==> src/rtl/branch_resolve_unit.sv <==
// Memory-stage branch resolution: detects mispredicts, queues predictor updates
// in a small FIFO with drop counting, and keeps branch/mispredict counters.
module branch_resolve_unit #(
  parameter int UPD_DEPTH = 2,
  parameter int CNT_W     = 32
) (
  input  logic             CLK,
  input  logic             RST,
  input  logic             mem_valid,
  input  logic             mem_stall,
  input  logic             BEQ,
  input  logic             BNE,
  input  logic             zero,
  input  logic             pred_taken,
  input  logic [31:0]      pred_target,
  input  logic [31:0]      PC_mem,
  input  logic [31:0]      NPC_mem,
  input  logic [31:0]      branch_target_mem,
  output logic             branch_mispredict,
  output logic [31:0]      redirect_pc,
  output logic             upd_valid,
  input  logic             upd_ready,
  output logic [31:0]      upd_pc,
  output logic [31:0]      upd_target,
  output logic             upd_taken,
  output logic [CNT_W-1:0] branch_cnt,
  output logic [CNT_W-1:0] mispred_cnt,
  output logic [15:0]      drop_cnt
);

  localparam int AW = (UPD_DEPTH > 1) ? $clog2(UPD_DEPTH) : 1;
  localparam int CW = AW + 1;
  localparam logic [CW-1:0] FULL_CNT = CW'(UPD_DEPTH);

  logic          resolve, actual_taken, is_branch;
  logic          full, empty, deq, wr, drop;
  logic [AW-1:0] wr_ptr, rd_ptr;
  logic [CW-1:0] count;

  logic [31:0] pc_mem  [UPD_DEPTH];
  logic [31:0] tgt_mem [UPD_DEPTH];
  logic        tkn_mem [UPD_DEPTH];

  assign is_branch    = BEQ | BNE;
  assign resolve      = mem_valid & ~mem_stall & (is_branch | pred_taken);
  assign actual_taken = (BEQ & zero) | (BNE & ~zero);

  // RST gates the flush so a stray request never escapes during reset.
  assign branch_mispredict = ~RST & resolve &
    ((actual_taken != pred_taken) | (actual_taken & (pred_target != branch_target_mem)));
  assign redirect_pc = actual_taken ? branch_target_mem : NPC_mem;

  assign empty     = (count == '0);
  assign full      = (count == FULL_CNT);
  assign upd_valid = ~empty;
  assign deq       = upd_valid & upd_ready;
  // A full FIFO still accepts a write when the head leaves in the same cycle.
  assign wr        = resolve & (~full | deq);
  assign drop      = resolve & full & ~deq;

  assign upd_pc     = pc_mem[rd_ptr];
  assign upd_target = tgt_mem[rd_ptr];
  assign upd_taken  = tkn_mem[rd_ptr];

  always_ff @(posedge CLK) begin
    if (wr) begin
      pc_mem[wr_ptr]  <= PC_mem;
      tgt_mem[wr_ptr] <= branch_target_mem;
      tkn_mem[wr_ptr] <= actual_taken;
    end
  end

  always_ff @(posedge CLK or posedge RST) begin
    if (RST) begin
      wr_ptr <= '0;
      rd_ptr <= '0;
      count  <= '0;
    end else begin
      if (wr)  wr_ptr <= wr_ptr + AW'(1);
      if (deq) rd_ptr <= rd_ptr + AW'(1);
      case ({wr, deq})
        2'b10:   count <= count + CW'(1);
        2'b01:   count <= count - CW'(1);
        default: count <= count;
      endcase
    end
  end

  always_ff @(posedge CLK or posedge RST) begin
    if (RST) begin
      branch_cnt  <= '0;
      mispred_cnt <= '0;
      drop_cnt    <= '0;
    end else begin
      if (resolve & is_branch)          branch_cnt  <= branch_cnt + CNT_W'(1);
      if (branch_mispredict)            mispred_cnt <= mispred_cnt + CNT_W'(1);
      if (drop && drop_cnt != 16'hFFFF) drop_cnt    <= drop_cnt + 16'd1;
    end
  end

endmodule

==> config.mk <==
export PLATFORM = sky130hd
export DESIGN_NAME = branch_resolve_unit
export DESIGN_NICKNAME = d
export VERILOG_FILES = /design/src/rtl/branch_resolve_unit.sv
export SDC_FILE = /design/constraint.sdc
export NUM_CORES = 1
export LEC_CHECK = 0
export ABC_AREA = 1
export ABC_CLOCK_PERIOD_IN_PS = 5300
export BUFFER_PORTS_ARGS = -buffer_cell sky130_fd_sc_hd__buf_2
export CORE_ASPECT_RATIO = 1.5
export CORE_MARGIN = 1
export CORE_UTILIZATION = 52
export CTS_CLUSTER_SIZE = 14
export DETAILED_ROUTE_END_ITERATION = 10
export PLACE_DENSITY = 0.81
export SLEW_MARGIN = 20
export SYNTH_ARGS = -nofsm -noshare
export SYNTH_HDL_FRONTEND = slang
export SYNTH_SLANG_ARGS = --single-unit
==> constraint.sdc <==
create_clock -name CLK -period 5.3 [get_ports CLK]
set_input_delay 0.795 -clock CLK [delete_from_list [all_inputs] [get_ports CLK]]
set_output_delay 0.795 -clock CLK [all_outputs]
set_load 0.02 [all_outputs]
# Yosys cells after proc, flatten, opt, wreduce, memory -nomap -nowiden
# Memory sizes are Yosys's and may differ from the RTL's.
# Index checks and enable logic that the tools add are counted.
# op_classes
n_addsub,7
n_eq_ne,6
mux,4
bitwise_logic,23
reduce_logical,3
# ops
cell,n
$add 32x1->32 const B,2
$mux 32,1
$ne 32x32->1,1
$add 16x1->16 const B,1
$ne 16x16->1 const B,1
$and 1x1->1,12
$not 1->1,6
$or 1x1->1,5
$eq 2x2->1 const B,2
$pmux 2 s2,1
$add 1x1->1 const B,2
$add 2x1->2 const B,1
$eq 2x1->1 const B,1
$logic_not 2->1,1
$mux 1,2
$reduce_bool 2->1,1
$sub 2x1->2 const B,1
$logic_and 1x1->1,1
$ne 1x1->1,1
# totals
regBits,84
ram_bits,130
memories,3
# mem_list
name,words,word_bits,read_ports,rd_ports_with_merged_regs,wr,line,rtl
pc_mem,2,32,1,0,1,40,logic [31:0] pc_mem [UPD_DEPTH];
tgt_mem,2,32,1,0,1,41,logic [31:0] tgt_mem [UPD_DEPTH];
tkn_mem,2,1,1,0,1,42,logic tkn_mem [UPD_DEPTH];

# Longest topological paths before layout
# Gate-level depths: netlist of run 1.
# depth
word_depth,7
ltp_mapped,14
depth_no_buf,12

# Worst setup path after synthesis of run 1
# OpenSTA, ideal clock, no wires.
# synth_timing
path_type,input port to flip-flop
from,input mem_valid
to,memory pc_mem[0][0] (enable)
arrival_time_ps,3895
required_ps,4812
slack_ps,917
cell_stages,6
path_buffers,0
cell_sequence,inv_1 nor2_2 nand2_1 inv_1 nand2_1 nor2_1
# synth_via
elab_chain_cells,5
# synth_rtl
item,line,rtl
start: declaration,9,"input logic mem_valid,"
$and 1x1->1 (2 in series),45,assign resolve = mem_valid & ~mem_stall & (is_branch | pred_taken);
$and 1x1->1,58,assign wr = resolve & (~full | deq);
$mux 1,66,if (wr) begin
$mux 1 (implied by the code),67,pc_mem[wr_ptr] <= PC_mem;
end: declaration,40,
# Every way passes these cells.

# Final worst setup path of run 1
# layout_timing
from,input zero
to,output branch_mispredict
# layout_via
elab_chain_cells,6
elab_cells_between_ends,8
cone_classes,eq/ne: 1; bitwise: 7
# layout_rtl
item,line,rtl
start: declaration,13,"input logic zero,"
$not 1->1,46,assign actual_taken = (BEQ & zero) | (BNE & ~zero);
$and 1x1->1,46,
$or 1x1->1 (*),46,
$ne 1x1->1 / $and 1x1->1 (equally long branches),50,((actual_taken != pred_taken) | (actual_taken & (pred_target != branch_target_mem)));
$or 1x1->1 (*),50,
$and 1x1->1 (*),49,assign branch_mispredict = ~RST & resolve &
end: declaration,19,"output logic branch_mispredict,"
# Every way passes the cells marked *; elsewhere a longest branch is shown, timed or not.

==> key figures, run 1 <==
STA
  – # setup viols final: 0
  – RSZ-0062 raised after global routing: false
  – Setup TNS: 0 ns
  – Fin crit share: roughly 68%
  – Fmax: ~0.28 GHz
  – Final hold slack: 0.494 ns
  – Relative slew slack: between 40% and 50%
  – Clock skew: roughly 0.0085 ns
  – Slew Viols, Final: 0
  – Tmin final: around 3.6 ns
  – Final hold vios: 0
  – Worst slew pin tran: approximately 0.79 ns

Finish
  – Utilization after layout: between 60% and 70%
  – FF+latch area: approximately 6000 µm²
  – Area of the multi-input gates: 3820 µm²
  – Post-layout nets: 1656
  – Share of cells above drive strength 1: roughly a quarter
  – Area grow syn2layout: 23.6%
  – Fill cells: 1635
  – Layout Cells excl Fill: 1790

Yosys
  – Post-synth cell types: 29
  – Yosys warnings: 0
  – Register area share after synthesis: a little under three fifths
  – Synthesized area: around 10000 µm²
  – Mapped Avg Cell Area: 8.69 µm²
  – Post-synth net total: 1341
  – Cell count after synthesis: between 1000 and 1500
  – Top cells by area, synth: edfxtp_1 (37%), dfrtp_1 (20%), nand2_1 (18%), inv_1 (4.3%), xor2_1 (3.2%)
  – Synth top area share: between 30 and 40%
  – Post-synth top area cell: edfxtp_1
  – Register bit total from synthesis: ~210

Status
  – Status: completed

Worst setup path
  – Reg2Reg Setup Slack: between 2 and 3 ns
  – Setup crit end kind: output pin
  – CP Data Arrival Time: 2.79 ns
  – WP data required: approximately 4.5 ns
  – Startpoint types: input pin
  – Crit Path Max Fanout: 56
  – Worst Setup Path Type: in -> out

Global routing
  – Grt ovf: 0
  – Largest net degree at the start of global routing: 85
  – Number of global-route vias before repair: 8475
  – First-pass GRT wire length: ~42 mm
  – GRT Util Overall: around a quarter
  – Initial antenna violation count: 3

Floorplanning
  – Row count: 63
  – Die width: 118 µm
  – Chip height: 175 µm
  – Die ar.: about 21000 µm²
  – Top Ports: ~320
  – Initial Util: between 50% and 60%
  – Core area: just under 20000 µm²

Power and ir drop
  – Cell Pwr Density: between 300 and 400 nW/µm²
  – Design Power: just under 5000 µW
  – Leak pwr: roughly 0.0064 µW
  – Max VDD drop: 270 µV

Min path
  – Hold/Removal Path Class: reg -> reg

Placed design
  – HPWL Detailed: ~20 mm
  – GP Congestion: slightly above 0.9
  – PortBufs: roughly 320
  – Placed cells: between 1500 and 2000

Route
  – Drt total wl: 27.1 mm
  – Final ANT Viol Nets: 0
  – Vias after detailed routing: around 9000
  – Iter 0 DRT Violations: around 520
  – Avg WL per Cell: 15.1 µm
  – Avg Vias per Cell: 5.04
  – First-pass iteration count of the detailed router: 5
  – DRC: 0

Clocking
  – Hold-fix buffers, CTS: 0
  – CTS sink cnt: between 200 and 250
  – CTS tree: done
  – Clock transition at path regs: roughly 0.060 ns
  – Root Buffer: clkbuf_16
  – Post_cts resized: 0
  – Htree depth: 1
  – Clock Tree Buf Depth: 3
  – CTS buffer count: 20
  – Clk_lat worst skew: 0.49 ns
  – Post-CTS setup buffers: 0

Flow run
  – Maxcap violations: 0
[kinds of logic after synthesis]
kind of cell | after synthesis | synth area share (%)
flip-flops | 214 | 57.6
buffers and inverters | 154 | 6.05
XOR/XNOR | 61 | 5.12
AO/OA/AOI/OAI | 37 | 1.78
AND/OR/NAND/NOR | 730 | 29.0
adder cells (fa/ha/maj) | 4 | 0.480
[registers in the layout (all words and copies together) (netlist names)]
register / flops
pc_mem: 64
tgt_mem: 64
branch_cnt: 32
mispred_cnt: 32
drop_cnt: 16
count: 2
tkn_mem: 2
rd_ptr: 1
wr_ptr: 1
[worst max-delay path, cell delays in order]
cell and delay (ns):
buf_2 0.14, nand2_1 0.10, o21ai_4 0.06, buf_4 0.48, nand2_1 0.10, nand3_1 0.40, inv_1 0.14, nand2_2 0.33
inv_1 0.06, buf_2 0.16
[power by group]
group | switching [µW] | internal (µW)
sequential | 95.1 | 1960
combinational | 1060 | 435
clock | 587 | 776
total | 1750 | 3170
[layer usage]
layer	wire length, µm	GRT usage, %	vias up
met3	1720	4.71	83
li1	-	-	4435
met2	14000	46.9	321
met4	1240	12.0	2
met1	10100	28.9	4180
met5	13	0	-
[Yosys cell counts (all sizes together)]
master	count
nor2	87
and2	1
xor2	38
o21ai	35
nor3	31
buf	18
inv	123
clkbuf	13
xnor2	23
dfrtp	84
or2	1
ha	4
a21oi	2
nand4	19
edfxtp	130
nand2	520
nand3	63
nand3b	7
nor3b	1
[cells in the final DEF, fill, tap and decap left out]
cell type / count
edfxtp_1: 130
clkbuf_16: 21
buf_6: 1
nor3_1: 30
clkbuf_1: 6
o21ai_0: 32
diode_2: 2
nand4_1: 19
clkinvlp_4: 2
o21ai_4: 1
clkbuf_8: 3
o21ai_2: 1
a21oi_1: 2
nor2_2: 5
dfrtp_2: 1
ha_1: 4
nor2_4: 6
nand3_2: 3
clkinv_2: 3
buf_4: 8
inv_2: 4
nor3b_2: 1
nand2_2: 7
clkbuf_4: 1
buf_2: 315
dfrtp_1: 83
nor2_1: 76
and2_0: 1
xnor2_1: 23
xor2_1: 38
inv_1: 118
or2_2: 1
nor3_2: 1
nand3b_1: 7
nand2_1: 513
o21ai_1: 1
nand3_1: 60
[stage by stage]
stage	cell area (µm²)	setup slack, ns
after floorplan	10400	0.917
after global placement	12300	1.76
after detailed placement	12300	1.70
after CTS	12900	1.68
after global routing	12900	1.48
final	12900	1.71
[worst paths after layout]
path,from,endpoint,cells after the start
worst max-delay path,zero,branch_mispredict,10
worst min-delay path,branch_cnt[31]$_DFFE_PP0P_,branch_cnt[31]$_DFFE_PP0P_,1
worst max register to register,count[0]$_DFFE_PP0P_,tgt_mem[0][26]$_DFFE_PP_,7
worst min register to register,branch_cnt[31]$_DFFE_PP0P_,branch_cnt[31]$_DFFE_PP0P_,1
max in group asynchronous,RST,rd_ptr$_DFFE_PP0P_,3
min in group asynchronous,RST,mispred_cnt[6]$_DFFE_PP0P_,3
[final cells by class]
| type | instances | share of cell area (%) |
|---|---|---|
| diodes | 2 | 0.0388 |
| inverters | 123 | 3.59 |
| clock inverters | 4 | 0.194 |
| well taps | 260 | 2.52 |
| multi-input cells | 832 | 29.7 |
| clock buffers | 31 | 4.63 |
| repair buffers | 324 | 12.8 |
| flip-flops and latches | 214 | 46.6 |
No activity file was read; power rests on OpenSTA's default activity.
==> run 2, diff against run 1 <==
ABC_AREA = 0   (was 1)
ABC_CLOCK_PERIOD_IN_PS = 3600   (was 5300)
CORE_UTILIZATION = 51   (was 52)
clock period = 3.6 ns   (was 5.3 ns; I/O delays follow)
==> key figures, run 2 <==
Status
  – Status: completed

Worst setup path
  – Reg2Reg Setup Slack: around 1.4 ns
  – Cell depth of the worst setup path: 7
  – Reg2reg end: drop_cnt[9]$_DFFE_PP0P_
  – Kind of cell adding the most delay to the critical path: simple AND/OR/NAND/NOR gates
  – Worst Setup Path Type: in -> out
  – CP max stage delay: ~0.48 ns
  – WP data required: roughly 3 ns
  – Setup crit end kind: output pin
  – FF-to-FF Start: drop_cnt[0]$_DFFE_PP0P_
  – Critical Path Most Common Cell: buf_2
  – Crit-path cells: buf_2 -> xor2_1 -> nor4_1 -> nand4_1 -> nor3_2 -> nor2_1 -> buf_2
  – Worst r2r path cells: 6
  – Crit Path Max Fanout: 4
  – Startpoint types: input pin
  – CP Buf/Inv Count: 2
  – CP max stage cell: nor4_1
  – CP Data Arrival Time: roughly 2.3 ns

STA
  – RSZ-0062 raised after global routing: false
  – Slew Viols, Final: 0
  – Final hold vios: 0
  – Worst slew pin tran: 0.609 ns
  – # setup viols final: 0
  – Fin crit share: about four fifths
  – Setup TNS: 0 ns
  – Tmin final: about 2.8 ns
  – Fmax: around 0.35 GHz
  – Final hold slack: 0.0440 ns
  – Clock skew: roughly 0.017 ns
  – Relative slew slack: 59.0%

Yosys
  – Cell count after synthesis: 711
  – Largest family of logic cells by synthesized area: simple AND/OR/NAND/NOR gates
  – Ys flop type: edfxtp_1
  – Post-synth net total: roughly 850
  – Synth top area share: around 42%
  – Register bit total from synthesis: roughly 210
  – Synth Area in XOR/XNOR: between 10% and 20%
  – Async SR Flop Fraction: between 30% and 40%
  – Synthesized area: 9400 µm²
  – Register area share after synthesis: 63.9%
  – Commonest cells in the netlist: edfxtp_1 (130), nand2_1 (122), dfrtp_1 (84)
  – Top cells by area, synth: edfxtp_1 (42%), dfrtp_1 (22%), mux2_2 (7.9%), xor2_1 (7.0%), nand2_1 (4.9%)
  – Post-synth top area cell: edfxtp_1
  – Number of synthesized flops with an enable pin: 130
  – Synth Area in Simple Gates: roughly 15%
  – Mux cell area share after synthesis: 8.14%
  – Post-synth cell types: 40
  – Yosys warnings: 0
  – Top-count cell post-synth: edfxtp_1
  – Compound-gate portion of the synthesized area: less than 1%
  – Synth Area in Adders: less than 1%
  – Mapped Avg Cell Area: 13.2 µm²

Clocking
  – Clock transition at path regs: roughly 0.06 ns
  – Post_cts resized: 0
  – Clk_lat worst skew: between 0.4 and 0.5 ns
  – CTS tree: done
  – CTS sink cnt: ~210
  – CTS buffer count: 21
  – Hold-fix buffers, CTS: 0
  – Root Buffer: clkbuf_16
  – Post-CTS setup buffers: 0
  – Htree depth: 1
  – Clock Tree Buf Depth: 3

Placed design
  – Placed cells: between 1000 and 1500
  – GP Congestion: roughly 0.80
  – HPWL Detailed: roughly 17 mm
  – PortBufs: about 320
  – Dpl cell area: approximately 11000 µm²

Power and ir drop
  – Internal power: between 5000 and 6000 µW
  – Switching Share: between 30% and 40%
  – P_sw: between 2000 and 2500 µW
  – Comb pwr share: about a quarter
  – Design Power: 7450 µW
  – Clock power share: 32.5%
  – Leak pwr: 0.00551 µW
  – Max VDD drop: about 450 µV
  – Cell Pwr Density: 619 nW/µm²
  – Flop pwr share: between 40% and 50%

Route
  – Avg Vias per Cell: between 5 and 6
  – First-pass iteration count of the detailed router: 4
  – Iter 0 DRT Violations: about 360
  – Drt total wl: 23.9 mm
  – Vias after detailed routing: around 6800
  – Avg WL per Cell: about 19 µm
  – DRC: 0
  – Final ANT Viol Nets: 0

Floorplanning
  – Row count: 60
  – Die width: between 100 and 150 µm
  – Chip height: roughly 170 µm
  – Core area: ~18000 µm²
  – Initial Util: a little over half
  – Die ar.: ~19000 µm²
  – Top Ports: 316

Finish
  – Area of the multi-input gates: roughly 3300 µm²
  – Post-layout nets: roughly 1200
  – Commonest cells after routing, fill and taps aside: buf_2 (315), edfxtp_1 (130), nand2_1 (122)
  – Most common cell after layout, fill and taps aside: buf_2
  – Area grow syn2layout: 28.2%
  – FF+latch area: ~6000 µm²
  – Layout Cells excl Fill: around 1300
  – Finished Cell Area: 12000 µm²
  – Share of cells above drive strength 1: 42.6%
  – Fill cells: about 1300
  – Antenna fix cells: 0
  – Biggest regs: pc_mem (64), tgt_mem (64)

Global routing
  – Grt ovf: 0
  – Initial antenna violation count: 1
  – Largest net degree at the start of global routing: 66
  – Number of global-route vias before repair: between 6000 and 7000
  – First-pass GRT wire length: around 36 mm
  – GRT Util Overall: approximately 25%

Flow run
  – Maxcap violations: 0

Min path
  – Hold/Removal Path Class: in -> async
## run 2: cell count changes after synthesis, sizes merged, moves of 10 or more
cell	change
mux2	+67
o21ai	-35
inv	-115
and3	+11
nand3	-33
nand2	-398
xnor2	+16
nor3	-11
nor4	+21
xor2	+37
buf	-10
nor2	-67
## run 2: cells by family (layout without fill, tap and decap cells)
group / Yosys count / count (layout)
DFF: 214 / 214
AOI/OAI and AO/OA: 4 / 4
and+or+nand+nor: 272 / 272
muxes: 68 / 68
adders and majority gates: 4 / 4
buffers and inverters: 35 / 370
xor gates and xnor gates: 114 / 114
## run 2: worst reg2reg max path, stage by stage (launching register included)
cell and delay (ns):
dfrtp_1 0.43, ha_1 0.25, and4_1 0.26, a41o_4 0.29, or3_4 0.39, or3_1 0.37, xnor2_1 0.14
## run 2: worst max path at each step
stage                              to  slack (ns)             startpoint
6_report            branch_mispredict        0.77  branch_target_mem[27]
3_3_place_gp        branch_mispredict        0.75                   zero
2_1_floorplan  pc_mem[0][0]$_DFFE_PP_       -0.90              mem_valid
4_1_cts             branch_mispredict        0.80  branch_target_mem[27]
5_1_grt             branch_mispredict        0.63  branch_target_mem[27]
3_5_place_dp        branch_mispredict        0.81  branch_target_mem[27]
## run 2: power groups by stage
stage / registers [µW] / logic [µW] / clock network [µW]
after floorplan: 3150 / 1200 / 0
after global placement: 3100 / 1930 / 0
after detailed placement: 3110 / 1960 / 0
after CTS: 3070 / 1970 / 2470
after global routing: 3100 / 2080 / 2540
final: 3070 / 1960 / 2420
## run 2: area by class of cell
type                    count  area share [%]
well taps                 217            2.25
clock buffers              28            4.75
inverters                   8           0.260
clock inverters             9            1.60
flip-flops and latches    214            49.9
multi-input cells         462            27.2
repair buffers            325            14.0
## run 2: stage by stage
step / setup slack [ns] / utilization, %
final: 0.767 / 66.8
after global routing: 0.631 / 66.8
after CTS: 0.801 / 66.8
after detailed placement: 0.806 / 62.6
after global placement: 0.751 / 62.6
after floorplan: -0.902 / -
## run 2: routing by layer
layer	track usage (%)	wire (µm)	part of all wire, %
met1	27.0	8760	37
met2	45.6	12500	52
met3	5.54	1800	7.5
met4	10.1	888	3.7
met5	0	13	0.054
==> run 3, diff against run 2 <==
ABC_CLOCK_PERIOD_IN_PS = 2800   (was 3600)
clock period = 2.8 ns   (was 3.6 ns; I/O delays follow)
==> key figures, run 3 (synthesized netlist as in run 2, its figures left out) <==
Status
  – Status: completed

Clocking
  – CTS tree: done
  – Root Buffer: clkbuf_16
  – CTS sink cnt: 214
  – Hold-fix buffers, CTS: 0
  – Clock transition at path regs: approximately 0.070 ns
  – Clock Tree Buf Depth: 3
  – Clk_lat worst skew: ~0.50 ns
  – CTS buffer count: 21
  – Htree depth: 1

STA
  – Slew Viols, Final: 0
  – RSZ-0062 raised after global routing: false
  – Tmin final: 2.67 ns
  – Relative slew slack: 55.9%
  – Worst slew pin tran: between 0.6 and 0.7 ns
  – Fmax: around 0.37 GHz
  – Clock skew: 0.0250 ns
  – Final hold slack: between 0.01 and 0.015 ns
  – # setup viols final: 0
  – Final hold vios: 0
  – Fin crit share: between 90% and 100%
  – PnR worst setup slack: approximately 0.13 ns

Power and ir drop
  – Cell Pwr Density: 754 nW/µm²
  – Flop pwr share: ~43%
  – Max VDD drop: about 530 µV
  – Design Power: 9000 µW
  – Comb pwr share: 28.2%
  – Internal power: 6100 µW
  – P_sw: approximately 2900 µW
  – Switching Share: between 30% and 40%
  – Leak pwr: approximately 0.0055 µW
  – Clock power share: 28.4%

Worst setup path
  – CP Data Arrival Time: roughly 2.3 ns
  – Reg2Reg Setup Slack: approximately 0.60 ns
  – Startpoint types: input pin
  – Crit Path Max Fanout: 7
  – Worst Setup Path Type: in -> out
  – WP data required: between 2 and 2.5 ns
  – Setup crit end kind: output pin

Route
  – DRC: 0
  – Avg WL per Cell: 18.8 µm
  – Avg Vias per Cell: approximately 5.4
  – Final ANT Viol Nets: 0
  – Drt total wl: 23.9 mm
  – Vias after detailed routing: between 6000 and 7000
  – Iter 0 DRT Violations: about 310
  – First-pass iteration count of the detailed router: 4

Placed design
  – Setup WS pre-CTS: -0.00330 ns
  – Placed cells: roughly 1200
  – PortBufs: ~320
  – HPWL Detailed: 17.1 mm
  – GP Congestion: 0.818

Finish
  – Post-layout nets: about 1200
  – Commonest cells after routing, fill and taps aside: buf_2 (315), edfxtp_1 (130), nand2_1 (122)
  – Share of cells above drive strength 1: ~43%
  – Biggest regs: pc_mem (64), tgt_mem (64)
  – Layout Cells excl Fill: around 1300
  – Fill cells: 1335
  – Area grow syn2layout: 27.1%
  – Most common cell after layout, fill and taps aside: buf_2
  – Utilization after layout: approximately 66%

Global routing
  – First-pass GRT wire length: 36.2 mm
  – GRT Util Overall: 24.6%
  – Number of global-route vias before repair: 6845
  – Grt ovf: 0
  – Initial antenna violation count: 6
  – Largest net degree at the start of global routing: 66

Floorplanning
  – Chip height: 168 µm
  – Die ar.: around 19000 µm²
  – Die width: 113 µm
  – Row count: 60
  – Core area: roughly 18000 µm²
  – Top Ports: roughly 320
  – Initial Util: between 50% and 60%

Flow run
  – Maxcap violations: 0

Min path
  – Hold/Removal Path Class: in -> async
run 3: cell types whose count changed in the layout (fill, tap and decap cells not counted):
cell / before / now
nor3_4: 0 / 1
clkbuf_1: 5 / 4
inv_6: 0 / 2
clkinv_2: 2 / 3
nor3_2: 2 / 1
clkbuf_4: 0 / 3
diode_2: 0 / 6
clkinvlp_2: 0 / 2
clkbuf_8: 2 / 0
bufinv_16: 6 / 0
buf_4: 7 / 9
buf_12: 3 / 4
run 3: final cells by class:
type | instances | area, µm² | area share (%)
inverters | 8 | 31.3 | 0.262
clock buffers | 28 | 563 | 4.71
multi-input cells | 462 | 3290 | 27.5
clock inverters | 8 | 45.0 | 0.377
well taps | 217 | 272 | 2.27
flip-flops and latches | 214 | 6010 | 50.3
diodes | 6 | 15.0 | 0.126
repair buffers | 328 | 1720 | 14.4
run 3: timing repair:
| action | CTS | global route |
|---|---|---|
| gates resized for setup | 0 | 1 |
| setup buffers | 0 | 0 |
| endpoints found under the setup margin | 0 | 1 |
run 3: routing by layer:
metal / global-route usage (%) / vias to the layer above / routed length [µm]
li1: - / 3174 / -
met1: 27.7 / 3298 / 8760
met3: 6.48 / 48 / 1930
met5: 0 / - / 0
met4: 11.0 / 0 / 933
met2: 43.4 / 307 / 12200
run 3: through the flow:
step	setup TNS [ns]	area, µm²
detailed placement	-0.00330	11300
global route	0	11900
global placement	-0.0400	11300
CTS	0	11900
floorplan	-65.51	9400
finish	0	11900
run 3: path summary, 6_finish.rpt:
check,start,endpoint,cells past startpoint
setup / recovery,zero,branch_mispredict,7
hold / removal,RST,mispred_cnt[7]$_DFFE_PP0P_,2
setup reg to reg,drop_cnt[0]$_DFFE_PP0P_,drop_cnt[9]$_DFFE_PP0P_,6
max in group asynchronous,RST,branch_cnt[17]$_DFFE_PP0P_,3
min in group CLK,PC_mem[30],pc_mem[1][30]$_DFFE_PP_,1
hold reg to reg,mispred_cnt[31]$_DFFE_PP0P_,mispred_cnt[31]$_DFFE_PP0P_,1
run 3: power by group through the flow:
stage	clock network [µW]	registers [µW]	logic (µW)
2_1_floorplan	0	4040	1540
3_3_place_gp	0	3940	2530
3_5_place_dp	0	3960	2550
4_1_cts	2620	3900	2570
5_1_grt	2730	3940	2700
6_report	2560	3900	2540
run 3: worst max-delay path: stages:
cell and delay, ns:
buf_2 0.13, mux2i_4 0.24, nor4_1 0.46, nand4_1 0.31, nor3_4 0.37, nor2_1 0.14
buf_2 0.19
